==> src/rtl/instr_mem_loader.sv <==
// Byte-stream program loader for the 32-word instruction memory.
// Packs little-endian bytes into words, writes them at word-aligned addresses and stalls the CPU until done.
module instr_mem_loader #(
   parameter int DEPTH = 32,
   parameter int AW    = 32
) (
   input  logic          clk_i,
   input  logic          rst_i,
   input  logic          start_i,
   input  logic [5:0]    len_i,
   input  logic          byte_valid_i,
   input  logic [7:0]    byte_i,
   output logic          byte_ready_o,
   output logic          wr_en_o,
   output logic [AW-1:0] wr_addr_o,
   output logic [31:0]   wr_data_o,
   output logic          cpu_hold_o,
   output logic          done_o,
   output logic [31:0]   checksum_o
);

   typedef enum logic [1:0] {
      IDLE = 2'd0,
      LOAD = 2'd1,
      DONE = 2'd2
   } state_t;

   localparam logic [5:0] DEPTH_L = 6'(DEPTH);

   state_t        state_r, state_s;
   logic [1:0]    lane_r, lane_s;
   logic [5:0]    word_idx_r, word_idx_s;
   logic [5:0]    eff_len_r, eff_len_s;
   logic [23:0]   part_r, part_s;
   logic          wr_en_r, wr_en_s;
   logic [AW-1:0] wr_addr_r, wr_addr_s;
   logic [31:0]   wr_data_r, wr_data_s;
   logic [31:0]   checksum_r, checksum_s;
   logic          byte_ready_r, byte_ready_s;
   logic          cpu_hold_r, cpu_hold_s;
   logic          done_r, done_s;
   logic [5:0]    req_len_s;
   logic [31:0]   word_s;
   logic          accept_s;

   assign req_len_s = (len_i > DEPTH_L) ? DEPTH_L : len_i;
   assign word_s    = {byte_i, part_r};
   assign accept_s  = byte_valid_i & byte_ready_r;

   // Next-state, packing and write-strobe generation
   always_comb begin
      state_s    = state_r;
      lane_s     = lane_r;
      word_idx_s = word_idx_r;
      eff_len_s  = eff_len_r;
      part_s     = part_r;
      wr_en_s    = 1'b0;
      wr_addr_s  = wr_addr_r;
      wr_data_s  = wr_data_r;
      checksum_s = checksum_r;
      case (state_r)
         IDLE, DONE: begin
            if (start_i) begin
               eff_len_s  = req_len_s;
               lane_s     = 2'd0;
               word_idx_s = 6'd0;
               part_s     = 24'd0;
               checksum_s = 32'd0;
               if (req_len_s != 6'd0) begin
                  state_s = LOAD;
               end else begin
                  state_s = DONE;
               end
            end else begin
               state_s = state_r;
            end
         end
         LOAD: begin
            if (accept_s) begin
               if (lane_r == 2'd3) begin
                  wr_en_s    = 1'b1;
                  wr_data_s  = word_s;
                  wr_addr_s  = AW'({word_idx_r, 2'b00});
                  checksum_s = checksum_r + word_s;
                  lane_s     = 2'd0;
                  word_idx_s = word_idx_r + 6'd1;
                  if ((word_idx_r + 6'd1) == eff_len_r) begin
                     state_s = DONE;
                  end else begin
                     state_s = LOAD;
                  end
               end else begin
                  lane_s = lane_r + 2'd1;
                  case (lane_r)
                     2'd0:    part_s[7:0]   = byte_i;
                     2'd1:    part_s[15:8]  = byte_i;
                     2'd2:    part_s[23:16] = byte_i;
                     default: part_s        = part_r;
                  endcase
               end
            end else begin
               state_s = LOAD;
            end
         end
         default: begin
            state_s = IDLE;
         end
      endcase
   end

   // Status flags; done waits out the final write cycle so the CPU never sees a half-written program
   always_comb begin
      byte_ready_s = (state_s == LOAD);
      done_s       = (state_s == DONE) && (state_r != LOAD);
      cpu_hold_s   = ~done_s;
   end

   // State and output registers
   always_ff @(posedge clk_i or negedge rst_i) begin
      if (!rst_i) begin
         state_r      <= IDLE;
         lane_r       <= 2'd0;
         word_idx_r   <= 6'd0;
         eff_len_r    <= 6'd0;
         part_r       <= 24'd0;
         wr_en_r      <= 1'b0;
         wr_addr_r    <= '0;
         wr_data_r    <= 32'd0;
         checksum_r   <= 32'd0;
         byte_ready_r <= 1'b0;
         cpu_hold_r   <= 1'b1;
         done_r       <= 1'b0;
      end else begin
         state_r      <= state_s;
         lane_r       <= lane_s;
         word_idx_r   <= word_idx_s;
         eff_len_r    <= eff_len_s;
         part_r       <= part_s;
         wr_en_r      <= wr_en_s;
         wr_addr_r    <= wr_addr_s;
         wr_data_r    <= wr_data_s;
         checksum_r   <= checksum_s;
         byte_ready_r <= byte_ready_s;
         cpu_hold_r   <= cpu_hold_s;
         done_r       <= done_s;
      end
   end

   assign byte_ready_o = byte_ready_r;
   assign wr_en_o      = wr_en_r;
   assign wr_addr_o    = wr_addr_r;
   assign wr_data_o    = wr_data_r;
   assign cpu_hold_o   = cpu_hold_r;
   assign done_o       = done_r;
   assign checksum_o   = checksum_r;

endmodule

==> config.mk <==
export PLATFORM = sky130hd
export DESIGN_NAME = instr_mem_loader
export DESIGN_NICKNAME = d
export VERILOG_FILES = /design/src/rtl/instr_mem_loader.sv
export SDC_FILE = /design/constraint.sdc
export NUM_CORES = 1
export LEC_CHECK = 0
export ABC_AREA = 1
export BUFFER_PORTS_ARGS = -buffer_cell sky130_fd_sc_hd__buf_2
export CAP_MARGIN = 20
export CORE_ASPECT_RATIO = 0.9
export CORE_UTILIZATION = 50
export CTS_CLUSTER_SIZE = 12
export DETAILED_ROUTE_END_ITERATION = 8
export PLACE_DENSITY = 0.72
export SLEW_MARGIN = 25
export SYNTH_ARGS = -nofsm -noshare
export SYNTH_HDL_FRONTEND = slang
export SYNTH_SLANG_ARGS = --single-unit
==> constraint.sdc <==
create_clock -name clk_i -period 2.35 [get_ports clk_i]
set_input_delay 0.47 -clock clk_i [delete_from_list [all_inputs] [get_ports clk_i]]
set_output_delay 0.47 -clock clk_i [all_outputs]
set_load 0.02 [all_outputs]
==> results.py <==
metrics = {
    "placement": {
        "io_buffers": 91,
        "routabilityCongestion": 0.9471,
        "postPlaceCellArea_mm2": 0.007854,
        "place_ws_ns": 0.1011,
        "dp.cells": 1308,
        "hpwl_um": 14160,
    },
    "yosys": {
        "synth_warnings": 0,
        "synth_top_family_by_area": "simple AND/OR/NAND/NOR gates",
        "synthCells": 1028,
        "synth-simple-area-share_pct": 31.94,
        "synth_xor_area_share_pct": 1.165,
        "syn-cell-area_mm2": 0.007196,
        "ys_seq_elements": 114,
        "synth-compound-area-share_pct": 8.399,
        "ys_seq_area_share_pct": 39.66,
        "avgSynthCellArea_um2": 7.000,
        "synth_top_area_cell": "dfrtp_1",
        "synth_top_area_share_pct": 39.30,
        "synth_mux_area_share_pct": 0,
        "ys_types": 38,
        "post_synth_main_area_contributors": "dfrtp_1 39%, nand2_1 23%, inv_1 7.5%",
        "synth-adder-area-share_pct": 6.538,
    },
    "outcome": {
        "outcome": "complete, no violations",
    },
    "power": {
        "vdd_drop_max_uv": 655.1,
        "clock_power_share_pct": 25.0,
        "p_int_mw": 6.477,
        "p_sw_mw": 4.986,
        "power_frac_seq_pct": 29.1,
        "power-per-cell-area_mw_per_mm2": 1345,
        "netSwitchingFraction_pct": 43.49,
        "combPwrFrac_pct": 46.0,
        "power.leakage_nw": 5.053,
    },
    "setup_path": {
        "cp_data_required_time_ns": 2.66,
        "path_buf_inv": 0,
        "crit_family": "simple AND/OR/NAND/NOR gates",
        "cpMostUsedCell": "nand3_1",
        "crit_arrival_ns": 2.53,
        "end_kind": "flip-flop",
        "worstPathCellList": "ha_1 -> fa_1 -> nand3_1 -> nand3_2 -> nand3_1 -> nand3_1 -> nand2_1 -> nand3_1 -> nand3_1 -> nand2_1",
        "path_class": "flip-flop to flip-flop",
        "crit_slowest_cell": "fa_1",
        "cp-start-kind": "flip-flop",
        "worst-path-max-fanout": 5,
        "slowest_delay_ns": 0.46,
    },
    "worst_hold_path": {
        "hold_class": "primary input to flip-flop",
    },
    "cells_and_area": {
        "antenna-diode-count": 0,
        "nNetsFinal": 1190,
        "layout.cells.non_filler": 1341,
        "fillCellCount": 1381,
        "layout_common_cells": "444 x nand2_1, 144 x inv_1, 113 x dfrtp_1",
        "fin_area_mm2": 0.008524,
        "final_common_cell": "nand2_1",
        "drive_above_1_share_pct": 14.81,
        "area_delta_synth_final_pct": 18.47,
    },
    "timing": {
        "tns_ns": 0,
        "hold_violations": 0,
        "clock_skew_ns": 0.008538,
        "slew-limit-headroom_pct": 53.16,
        "setup_ws_ns": 0.1295,
        "finalMaxSlewViolations": 0,
        "rsz0062_at_grt": "no",
        "fmax_mhz": 450.3,
        "tightestPinTransition_ns": 0.7024,
        "finalCritPeriodShare_pct": 94.49,
        "period_minus_slack_ns": 2.221,
        "setup_viol": 0,
    },
    "routing": {
        "wl_um": 18790,
        "ant_nets": 0,
        "drc": 0,
        "drt-initial-drc-count": 475,
        "vias": 6607,
        "wl_per_cell_um": 14.01,
        "vias_per_cell": 4.927,
        "dr.pass1.iters": 6,
    },
    "cts": {
        "cts_tree": "built",
        "post-cts-setup-buffers": 0,
        "cts_made_buffers": 17,
        "htreeDepth": 4,
        "insertion_delay_ns": 0.43,
        "clock_sinks": 114,
        "clockBufferDepth": 2,
        "root_buffer": "clkbuf_16",
        "clkTransAtPathRegs_ns": 0.05,
    },
    "floorplanning": {
        "initial_core_util_pct": 51.19,
        "io_pins": 118,
        "rows": 41,
        "dieArea_mm2": 0.01488,
        "core_area_mm2": 0.01406,
        "die_w_um": 128.5,
        "die_h_um": 115.8,
    },
    "grt": {
        "grt.overflow.total": 0,
        "antenna_found_initial": 0,
        "grt_usage_pct": 27.02,
        "grt_pass1_wl_um": 30350,
        "grt_start_max_net_pins": 58,
        "grt_pass1_vias": 6076,
    },
    "job": {
        "max_cap_viol_count": 0,
    },
}
==> metal layers <==
layer / GRT usage (%) / part of all wire [%] / vias up
li1: - / - / 3354
met1: 38.06 / 49 / 3049
met2: 40.61 / 43 / 177
met3: 6.971 / 5.8 / 27
met4: 8.706 / 2.0 / 0
met5: 0 / 0 / -
==> registers in the layout (all words and copies together) (netlist names) <==
name	count
checksum_o	32
wr_data_o	32
part_r	24
eff_len_r	6
word_idx_r	6
wr_addr_o	6
lane_r	2
state_r	2
byte_ready_o	1
cpu_hold_o	1
done_o	1
wr_en_o	1
==> cell families (layout without fill, tap and decap cells) <==
group | Yosys count | in the layout
AND/OR/NAND/NOR | 575 | 575
flip-flops | 114 | 114
other | 1 | 26
AO/OA/AOI/OAI | 100 | 100
adder cells (fa/ha/maj) | 37 | 37
XOR/XNOR | 8 | 8
buffers and inverters | 193 | 288
==> metrics by stage <==
step | util [%] | hold slack (ns) | total power, mW
after floorplan | - | 0.1744 | 7.061
after global routing | 60.65 | 0.2854 | 12.36
after CTS | 60.59 | 0.2736 | 11.49
after global placement | 55.88 | 0.3336 | 8.503
after detailed placement | 55.88 | 0.3328 | 8.578
final | 60.65 | 0.2827 | 11.46
==> worst reg2reg max path, delay by kind of cell, from the launching register on <==
family	cells	cell delay (ns)
fa+ha+maj	2	0.76
flops	1	0.39
simple gates	8	0.96
==> area by class of cell <==
cell class	count	area (um2)	share of cell area, %
well taps	193	241.5	2.833
clock buffers	22	474.2	5.563
flip-flops and latches	114	2854	33.48
clock inverters	10	178.9	2.099
inverters	148	560.5	6.576
repair buffers	108	650.6	7.632
multi-input cells	746	3565	41.82
==> worst paths after layout <==
path,end,cells past startpoint,startpoint,slack [ns]
setup / recovery,checksum_o[28]$_DFFE_PN0P_,10,checksum_o[0]$_DFFE_PN0P_,0.13
hold / removal,wr_data_o[27]$_DFFE_PN0P_,3,byte_i[3],0.28
setup reg to reg,checksum_o[28]$_DFFE_PN0P_,10,checksum_o[0]$_DFFE_PN0P_,0.13
hold reg to reg,wr_data_o[7]$_DFFE_PN0P_,2,wr_data_o[7]$_DFFE_PN0P_,0.47
max in group asynchronous,wr_data_o[23]$_DFFE_PN0P_,3,rst_i,1.30
min in group asynchronous,wr_data_o[8]$_DFFE_PN0P_,2,rst_i,0.43
==> cell usage after synthesis, drive strengths merged <==
| library cell | count |
|---|---|
| a2bb2oi | 1 |
| a21o | 1 |
| fa | 1 |
| nor2 | 57 |
| nand2 | 448 |
| nand3 | 48 |
| xnor3 | 1 |
| a22o | 2 |
| xor2 | 6 |
| xnor2 | 1 |
| inv | 148 |
| clkbuf | 2 |
| dfrtp | 113 |
| o21bai | 2 |
| dfstp | 1 |
| o22ai | 6 |
| nand3b | 1 |
| ha | 36 |
| nor3 | 9 |
| o31ai | 2 |
| conb | 1 |
| and2 | 5 |
| a21oi | 27 |
| a31oi | 1 |
| o21ai | 58 |
| nand4 | 7 |
| buf | 43 |
==> timing repair <==
action / 4_1_cts / 5_1_grt
endpoints found under the setup margin: 0 / 6
resized for setup: 0 / 2
hold buffers: 1 / 0
hold endpoints to repair: 9 / 0
==> power by group through the flow <==
stage	Clock (mW)	Sequential (mW)	Combinational [mW]
CTS	2.89	3.33	5.27
finish	2.86	3.33	5.27
detailed placement	0	3.34	5.23
global placement	0	3.32	5.18
global route	2.98	3.43	5.94
floorplan	0	3.87	3.19
Power figures use the tool's default switching activity.
